--- config.mk ---
export PLATFORM = sky130hd
export DESIGN_NAME = load_store_bank
export DESIGN_NICKNAME = d
export VERILOG_FILES = /design/src/rtl/load_store_bank.sv
export SDC_FILE = /design/constraint.sdc
export NUM_CORES = 1
export LEC_CHECK = 0
export ABC_AREA = 0
export BUFFER_PORTS_ARGS = -buffer_cell sky130_fd_sc_hd__buf_2
export CORE_MARGIN = 2
export CORE_UTILIZATION = 60
export CTS_CLUSTER_SIZE = 20
export DETAILED_ROUTE_END_ITERATION = 10
export GPL_TIMING_DRIVEN = 1
export HOLD_SLACK_MARGIN = 0.06
export PLACE_DENSITY = 0.83
export SLEW_MARGIN = 20
export SYNTH_ARGS = -nofsm -noshare
export SYNTH_HDL_FRONTEND = slang
export SYNTH_SLANG_ARGS = --single-unit
--- constraint.sdc ---
create_clock -name clk -period 6.5 [get_ports clk]
set_input_delay 0.325 -clock clk [delete_from_list [all_inputs] [get_ports clk]]
set_output_delay 0.325 -clock clk [all_outputs]
set_load 0.005 [all_outputs]
--- src/rtl/load_store_bank.sv ---
// load_store_bank: CH independent fill/dwell/drain volume channels,
// each counting completed round trips.
//
// Ports:
//   clk       in   clock, rising edge
//   rst       in   synchronous active-high reset
//   en        in   [CH]           per-channel advance enable
//   vol       out  [CH*CBITS]     channel i volume at [i*CBITS +: CBITS]
//   filling   out  [CH]           channel in FILL
//   sig       out  [CH]           channel volume == N
//   empty     out  [CH]           channel volume == 0
//   cycles    out  [CH*CYC_BITS]  round trips per channel (wrapping)
//   any_full  out  1              OR of sig
module load_store_bank #(
   parameter int CH       = 4,
   parameter int CBITS    = 14,
   parameter int N        = 12500,
   parameter int STEP     = 1,
   parameter int DWELL    = 0,
   parameter int CYC_BITS = 8
) (
   input  logic                     clk,
   input  logic                     rst,
   input  logic [CH-1:0]            en,
   output logic [CH*CBITS-1:0]      vol,
   output logic [CH-1:0]            filling,
   output logic [CH-1:0]            sig,
   output logic [CH-1:0]            empty,
   output logic [CH*CYC_BITS-1:0]   cycles,
   output logic                     any_full
);

   typedef enum logic [1:0] {
      S_FILL  = 2'd0,
      S_DWELL = 2'd1,
      S_DRAIN = 2'd2
   } state_e;

   localparam int DW = (DWELL > 1) ? $clog2(DWELL) : 1;

   localparam logic [CBITS-1:0] N_C    = CBITS'(N);
   localparam logic [CBITS-1:0] STEP_C = CBITS'(STEP);
   localparam logic [DW-1:0]    DLAST  = DW'(DWELL - 1);
   localparam bit               HAS_DW = (DWELL > 0);

   for (genvar i = 0; i < CH; i++) begin : g_ch
      state_e                state_q, state_d;
      logic [CBITS-1:0]      vol_q, vol_d;
      logic [DW-1:0]         dcnt_q, dcnt_d;
      logic                  reached_q, reached_d;
      logic [CYC_BITS-1:0]   cyc_q, cyc_d;
      logic                  sig_q, empty_q, fill_q;
      // one extra bit so vol+STEP cannot wrap before the clamp
      logic [CBITS:0]        sum;

      always_comb begin
         state_d   = state_q;
         vol_d     = vol_q;
         dcnt_d    = dcnt_q;
         reached_d = reached_q;
         cyc_d     = cyc_q;
         sum       = {1'b0, vol_q} + {1'b0, STEP_C};
         if (en[i]) begin
            unique case (state_q)
               S_FILL: begin
                  if (vol_q >= N_C) begin
                     reached_d = 1'b1;
                     state_d   = HAS_DW ? S_DWELL : S_DRAIN;
                  end else if (sum >= {1'b0, N_C}) begin
                     vol_d = N_C;
                  end else begin
                     vol_d = sum[CBITS-1:0];
                  end
               end
               S_DWELL: begin
                  if (dcnt_q == DLAST) begin
                     dcnt_d  = '0;
                     state_d = S_DRAIN;
                  end else begin
                     dcnt_d = dcnt_q + 1'b1;
                  end
               end
               S_DRAIN: begin
                  if (vol_q == '0) begin
                     state_d = S_FILL;
                     // first exit after reset has no prior fill to count
                     if (reached_q) begin
                        cyc_d     = cyc_q + 1'b1;
                        reached_d = 1'b0;
                     end
                  end else if (vol_q >= STEP_C) begin
                     vol_d = vol_q - STEP_C;
                  end else begin
                     vol_d = '0;
                  end
               end
               default: state_d = S_DRAIN;
            endcase
         end
      end

      always_ff @(posedge clk) begin
         if (rst) begin
            state_q   <= S_DRAIN;
            vol_q     <= '0;
            dcnt_q    <= '0;
            reached_q <= 1'b0;
            cyc_q     <= '0;
            sig_q     <= 1'b0;
            empty_q   <= 1'b1;
            fill_q    <= 1'b0;
         end else begin
            state_q   <= state_d;
            vol_q     <= vol_d;
            dcnt_q    <= dcnt_d;
            reached_q <= reached_d;
            cyc_q     <= cyc_d;
            // flags registered from post-update state
            sig_q     <= (vol_d == N_C);
            empty_q   <= (vol_d == '0);
            fill_q    <= (state_d == S_FILL);
         end
      end

      assign vol[i*CBITS +: CBITS]          = vol_q;
      assign cycles[i*CYC_BITS +: CYC_BITS] = cyc_q;
      assign sig[i]                         = sig_q;
      assign empty[i]                       = empty_q;
      assign filling[i]                     = fill_q;
   end

   assign any_full = |sig;

endmodule

==> results of run 1 <==
==> where the power goes <==
part	internal, mW	total (mW)	switching [mW]	leakage, nW
Sequential	0.882	1.37	0.493	0.944
Combinational	1.21	2.95	1.74	2.64
Clock	0.648	0.991	0.343	0.301
Total	2.74	5.31	2.57	3.88
==> layer usage <==
layer / track usage / vias up / wire [um]
met1: 0.452 / 4442 / 11200
li1: - / 4626 / -
met3: 0.0752 / 97 / 2710
met2: 0.499 / 650 / 11800
met4: 0.135 / 0 / 863
met5: 0 / - / 0
==> metrics by stage <==
stage | utilization | cells
global placement | 0.636 | 1429
global route | 0.679 | 1461
floorplan | - | 1243
CTS | 0.679 | 1461
detailed placement | 0.636 | 1429
finish | 0.679 | 1461
==> cell families (layout without fill, tap and decap cells) <==
kind of cell,count (synthesis),count (layout)
AOI/OAI and AO/OA,335,335
xor gates and xnor gates,54,54
adders and majority gates,12,12
buffers and inverters,136,170
DFF,116,116
muxes,21,21
and+or+nand+nor,569,569
==> worst min-delay path by stage <==
| stage | from | endpoint | depth (start not counted) |
|---|---|---|---|
| after floorplan | g_ch[2].dcnt_q | g_ch[2].dcnt_q | 2 |
| after CTS | en[3] | g_ch[3].fill_q | 3 |
| after detailed placement | g_ch[2].dcnt_q | g_ch[2].dcnt_q | 2 |
| after global placement | g_ch[0].cyc_q[7] | g_ch[0].cyc_q[7] | 2 |
| after global routing | rst | g_ch[1].vol_q[13] | 2 |
| final | en[3] | g_ch[3].fill_q | 3 |
==> flip-flops by register name, indices dropped and copies added, names as in the netlist <==
register        flops
g_ch.cyc_q         32
g_ch.dcnt_q         4
g_ch.empty_q        4
g_ch.fill_q         4
g_ch.reached_q      4
g_ch.sig_q          4
g_ch.state_q        8
g_ch.vol_q         56
==> final cells by class <==
type / instances / area (um^2) / area share
repair buffers: 109 / 556 / 0.0565
well taps: 184 / 230 / 0.0234
multi-input cells: 991 / 5990 / 0.609
clock inverters: 14 / 185 / 0.0188
flip-flops and latches: 116 / 2320 / 0.236
inverters: 29 / 109 / 0.0111
clock buffers: 18 / 439 / 0.0447
==> cell usage after synthesis, types with 13 or more instances <==
master	instances
a21oi_1	74
a31oi_1	35
and2_1	14
and3_1	13
clkbuf_1	81
dfxtp_1	116
inv_1	29
mux2i_1	13
nand2_1	99
nand2b_1	20
nand3_1	49
nand4_1	29
nor2_1	169
nor2b_1	22
nor3_1	45
nor4_1	25
o21ai_0	78
o31ai_1	14
or3_1	16
xnor2_1	25
xor2_1	29
==> cell usage in the layout (no fill, tap or decap), types with 6 or more instances in the layout <==
master     Yosys  layout
nand3_1       49      49
a21oi_1       74      74
inv_1         29      29
and3_1        13      13
a31oi_1       35      35
or3_1         16      16
dfxtp_1      116     116
nor4b_1        7       7
nor2_1       169     169
and2_1        14      14
nor3_1        45      45
nand2_1       99      99
clkbuf_16      0      17
xor2_1        29      29
or2_2         12      12
nand4_1       29      29
mux2_2         6       6
nor4_1        25      25
ha_1          12      12
o22ai_1        6       6
nor2b_1       22      22
a211oi_1      11      11
or4_1          8       8
a22oi_1       12      12
nor3b_1        8       8
o21a_1         7       7
xnor2_1       25      25
buf_2         10     105
o31ai_1       14      14
o211ai_1       7       7
o21ai_0       78      78
nand2b_1      20      20
mux2i_1       13      13
o221ai_1       6       6
and4_1         9       9
==> worst min-delay path, cell delays in order <==
cell     delay, ns
buf_2         0.14
o21ai_0       0.12
a21oi_1       0.08
==> flow_metrics.env, run 1 <==
export IMPL_synthAdderAreaFrac=0.0169
export IMPL_cts_setup_buffers=0
export IMPL_syn_avg_cell_area_um2=7.15
export IMPL_layout_drive_gt1_share=0.139
export IMPL_total_power_mw=5.31
export IMPL_die_w_um=126
export IMPL_numPortBuffers=106
export IMPL_grt_pass1_wl_mm=43.6
export IMPL_fmax_mhz=265
export IMPL_die_h_um=126
export IMPL_drcViolationCount=0
export IMPL_wl_per_cell_um=18.2
export IMPL_ant_nets=0
export IMPL_dr_total_vias=9815
export IMPL_firstDrtPassIters=10
export IMPL_cts_resized=0
export IMPL_dpl_instance_area_um2=9210
export IMPL_timing_final_ws_setup_ns=2.72
export IMPL_grt_max_degree=82
export IMPL_synthFlopType="dfxtp_1"
export IMPL_synth_seq_cells=116
export IMPL_dp_slack_ns=2.86
export IMPL_critPathLaunch="g_ch[1].vol_q[0]"
export IMPL_final_period_utilization=0.581
export IMPL_slowest_stage="or4b_1"
export IMPL_synth_top_family_by_area="simple AND/OR/NAND/NOR gates"
export IMPL_yosysTopAreaCell="dfxtp_1"
export IMPL_seq_area_frac_synth=0.261
export IMPL_status="finished, final reports clean"
export IMPL_crit_required_ns=6.81
export IMPL_clock_path_buffers=2
export IMPL_wl_mm=26.5
export IMPL_core_area_um2=14500
export IMPL_max_slew_margin=0.317
export IMPL_synthXorXnorAreaFrac=0.0532
export IMPL_via_per_inst=6.72
export IMPL_setup_viol=0
export IMPL_synth_area_um2=8890
export IMPL_synthMuxAreaShare=0.0248
export IMPL_cts_inserted_buffers=17
export IMPL_path_class="reg -> reg"
export IMPL_rsz0062_at_grt="false"
export IMPL_fp_row_count=44
export IMPL_slew_viol_final=0
export IMPL_cts_root_buffer="clkbuf_16"
export IMPL_clock_sinks=116
export IMPL_synth_edf_count=0
export IMPL_vdd_drop_max_v=0.000339
export IMPL_nNetsFinal=1282
export IMPL_yosysTopAreaCellShare=0.261
export IMPL_synthTopCellsByArea="dfxtp_1, nor2_1, o21ai_0"
export IMPL_grt_antenna_before_repair=0
export IMPL_end_kind="flop"
export IMPL_cts_hold_buf=0
export IMPL_skew_ns=0.0108
export IMPL_cp_num_cells=11
export IMPL_ios=107
export IMPL_cts_tree="built"
export IMPL_synth_cells=1243
export IMPL_timing_hold_ws_ns=0.291
export IMPL_crit_buf_inv=1
export IMPL_r2r_start="g_ch[1].vol_q[0]"
export IMPL_clk_latency_ns=0.42
export IMPL_path_cells="inv_1, ha_1, or4b_1, o41ai_1, mux2_2, a22oi_1, o311ai_0, nor3_1, o2111ai_1, nor3_1, nor4bb_1"
export IMPL_drt_iter0_drc=1639
export IMPL_endpoint="g_ch[1].sig_q"
export IMPL_r2r_slack_ns=2.72
export IMPL_yosys_area_share_simple=0.329
export IMPL_finalSetupTns_ns=0
export IMPL_syn_nets=1261
export IMPL_reg2reg_to="g_ch[1].sig_q"
export IMPL_grt_pass1_vias=8834
export IMPL_synth_compound_area_frac=0.250
export IMPL_htreeDepth=4
export IMPL_area_delta_synth_final_pct=10.6
export IMPL_die_area_um2=15800
export IMPL_worstMarginPinSlew_ns=1.02
export IMPL_clk_pin_slew_ns=0.06
export IMPL_worstPathMaxFanout=12
export IMPL_fillers=1276
export IMPL_crit_top_cell="nor3_1"
export IMPL_synth_async_sr_flop_share=0
export IMPL_leakage_nw=3.88
export IMPL_cpLargestDelayFamily="simple AND/OR/NAND/NOR gates"
export IMPL_yosysWarnings=0
export IMPL_crit_path_start_kind="flop"
export IMPL_drv_cap=0
export IMPL_diodes=0
export IMPL_powerDensity_nw_per_um2=540
export IMPL_crit_path_max_incr_delay_ns=0.55
export IMPL_gp_congestion=0.982
export IMPL_fin_crit_ns=3.78
export IMPL_dp_hpwl_mm=18.4
export IMPL_cp_arrival_ns=4.09
export IMPL_final_hold_viol_count=0
export IMPL_r2r_cells=11
export IMPL_gr_total_overflow=0
export IMPL_ys_types=82
export IMPL_hold_class="in -> reg"
export IMPL_initial_core_util=0.614
export IMPL_grt_usage=0.329
export IMPL_design_area_um2=9830
(Power assumes the default switching activity.)
==> run 2: changes to the inputs <==
--- a/config.mk
+++ b/config.mk
@@ -8,12 +8,12 @@
 export ABC_AREA = 0
 export BUFFER_PORTS_ARGS = -buffer_cell sky130_fd_sc_hd__buf_2
 export CORE_MARGIN = 2
-export CORE_UTILIZATION = 60
+export CORE_UTILIZATION = 54
 export CTS_CLUSTER_SIZE = 20
 export DETAILED_ROUTE_END_ITERATION = 10
 export GPL_TIMING_DRIVEN = 1
 export HOLD_SLACK_MARGIN = 0.06
-export PLACE_DENSITY = 0.83
+export PLACE_DENSITY = 0.79
 export SLEW_MARGIN = 20
 export SYNTH_ARGS = -nofsm -noshare
 export SYNTH_HDL_FRONTEND = slang
==> constraint.sdc (replaced) <==
create_clock -name clk -period 3.4 [get_ports clk]
set_input_delay 0.17 -clock clk [delete_from_list [all_inputs] [get_ports clk]]
set_output_delay 0.17 -clock clk [all_outputs]
set_load 0.005 [all_outputs]
==> run 2 against run 1 <==
Compared with the run above:
- sequential share of layout area shrank 1.4 points
- clock power grew 72%
- highest routed layer unchanged
- worst setup slack lost 2.6 ns
- power grew 100%
- combinational power grew 130%
- critical path type unchanged
==> flow_metrics.env, run 2 (synthesis results as in run 1) <==
export IMPL_status="finished, final reports clean"
export IMPL_clock_sinks=116
export IMPL_die_area_um2=17500
export IMPL_intPower_mw=5.56
export IMPL_area_delta_synth_final_pct=17.6
export IMPL_setup_viol=0
export IMPL_core_area_um2=16000
export IMPL_via_per_inst=6.44
export IMPL_grt_max_degree=87
export IMPL_skew_ns=0.0120
export IMPL_layout_common_cells="nor2_1, dfxtp_1, buf_2"
export IMPL_fmax_mhz=307
export IMPL_final_cells=1569
export IMPL_nNetsFinal=1358
export IMPL_top_register="g_ch.vol_q"
export IMPL_p_sw_mw=5.13
export IMPL_drcViolationCount=0
export IMPL_worstPathMaxFanout=10
export IMPL_crit_path_max_incr_delay_ns=0.57
export IMPL_slowest_stage="or4_1"
export IMPL_cts_tree="built"
export IMPL_wl_per_cell_um=17.9
export IMPL_drt_iter0_drc=1394
export IMPL_die_h_um=132
export IMPL_largest_reg_flops=56
export IMPL_power_share_switching=0.480
export IMPL_fin_crit_ns=3.26
export IMPL_htreeDepth=4
export IMPL_grt_pass1_vias=9019
export IMPL_grt_usage=0.316
export IMPL_final_common_cell="nor2_1"
export IMPL_die_w_um=132
export IMPL_crit_top_cell="nor4b_4"
export IMPL_path_class="reg -> reg"
export IMPL_gp_congestion=1.02
export IMPL_gr_total_overflow=0
export IMPL_vdd_drop_max_v=0.000482
export IMPL_max_slew_margin=0.408
export IMPL_path_cells="or3_1, nor3_4, a21o_1, nor3_1, mux2_1, a22o_1, or4_1, nor4b_4, nor4b_4"
export IMPL_final_hold_viol_count=0
export IMPL_grt_antenna_before_repair=0
export IMPL_grt_pass1_wl_mm=46.0
export IMPL_clock_path_buffers=2
export IMPL_dp_hpwl_mm=20.6
export IMPL_dr_total_vias=10100
export IMPL_seqPwrFrac=0.215
export IMPL_ios=107
export IMPL_combPwrFrac=0.626
export IMPL_ant_nets=0
export IMPL_end_kind="flop"
export IMPL_cts_hold_buf=0
export IMPL_crit_path_start_kind="flop"
export IMPL_clk_latency_ns=0.42
export IMPL_wl_mm=28.1
export IMPL_reg_largest_list="g_ch.vol_q (56), g_ch.cyc_q (32), g_ch.state_q (8)"
export IMPL_layout_drive_gt1_share=0.192
export IMPL_clk_pin_slew_ns=0.05
export IMPL_design_area_um2=10500
export IMPL_final_period_utilization=0.958
export IMPL_cp_arrival_ns=3.57
export IMPL_cts_root_buffer="clkbuf_16"
export IMPL_finalSetupTns_ns=0
export IMPL_numPortBuffers=106
export IMPL_dp_slack_ns=0.107
export IMPL_worstMarginPinSlew_ns=0.888
export IMPL_powerDensity_nw_per_um2=1020
export IMPL_drv_cap=0
export IMPL_slew_viol_final=0
export IMPL_crit_required_ns=3.72
export IMPL_timing_hold_ws_ns=0.124
export IMPL_firstDrtPassIters=8
export IMPL_fp_row_count=46
export IMPL_fillers=1426
export IMPL_cts_inserted_buffers=17
export IMPL_clockPowerShare=0.159
export IMPL_timing_final_ws_setup_ns=0.143
export IMPL_hold_class="in -> reg"
export IMPL_dpl_instance_area_um2=9820
export IMPL_leakage_nw=4.27
export IMPL_diodes=0
export IMPL_dp_cells=1537
export IMPL_initial_core_util=0.556
[run 2: cell count changes in the layout (fill, tap and decap cells not counted), sizes merged]
cell | before | now
clkinv | 7 | 5
clkbuf | 18 | 23
bufinv | 4 | 1
buf | 109 | 185
[run 2: cell type report]
type	instances	area (um^2)	area share
clock inverters	9	77.6	0.00742
well taps	216	270	0.0259
flip-flops and latches	116	2320	0.222
multi-input cells	991	6060	0.580
repair buffers	185	1130	0.108
inverters	29	109	0.0104
clock buffers	23	488	0.0467
[run 2: final timing paths]
| check | from | to | slack [ns] | cells past startpoint |
|---|---|---|---|---|
| max | g_ch[0].vol_q[10] | g_ch[0].sig_q | 0.14 | 9 |
| min | en[3] | g_ch[3].fill_q | 0.12 | 3 |
| max reg2reg | g_ch[0].vol_q[10] | g_ch[0].sig_q | 0.14 | 9 |
| min reg2reg | g_ch[3].dcnt_q | g_ch[3].dcnt_q | 0.50 | 2 |
[run 2: metal layers]
layer,GRT usage,wire length (um),share of wire
met5,0,0,0
met4,0.121,931,0.033
met3,0.0619,2530,0.090
met2,0.486,12600,0.45
met1,0.439,12100,0.43
[run 2: timing repair]
action | in CTS | in global routing
setup buffers | 0 | 0
endpoints found under the setup margin | 0 | 6
resized for setup | 0 | 13
[run 2: through the flow]
stage / utilization / power, mW
CTS: 0.649 / 10.4
floorplan: - / 6.70
detailed placement: 0.614 / 8.65
finish: 0.653 / 10.7
global placement: 0.614 / 8.63
global route: 0.653 / 11.4
[run 2: power by group through the flow]
| stage | Sequential (mW) | Clock (mW) | Combinational, mW |
|---|---|---|---|
| CTS | 2.27 | 1.72 | 6.40 |
| floorplan | 1.98 | 0 | 4.72 |
| detailed placement | 2.29 | 0 | 6.36 |
| finish | 2.30 | 1.70 | 6.69 |
| global placement | 2.29 | 0 | 6.34 |
| global route | 2.36 | 1.79 | 7.30 |
[run 2: worst max-delay path, delay by kind of cell, from the launching register on]
kind / cells / cell delay (ns)
multiplexers: 1 / 0.31
AND/OR/NAND/NOR: 6 / 2.15
AO/OA/AOI/OAI: 2 / 0.40
flip-flops: 1 / 0.30
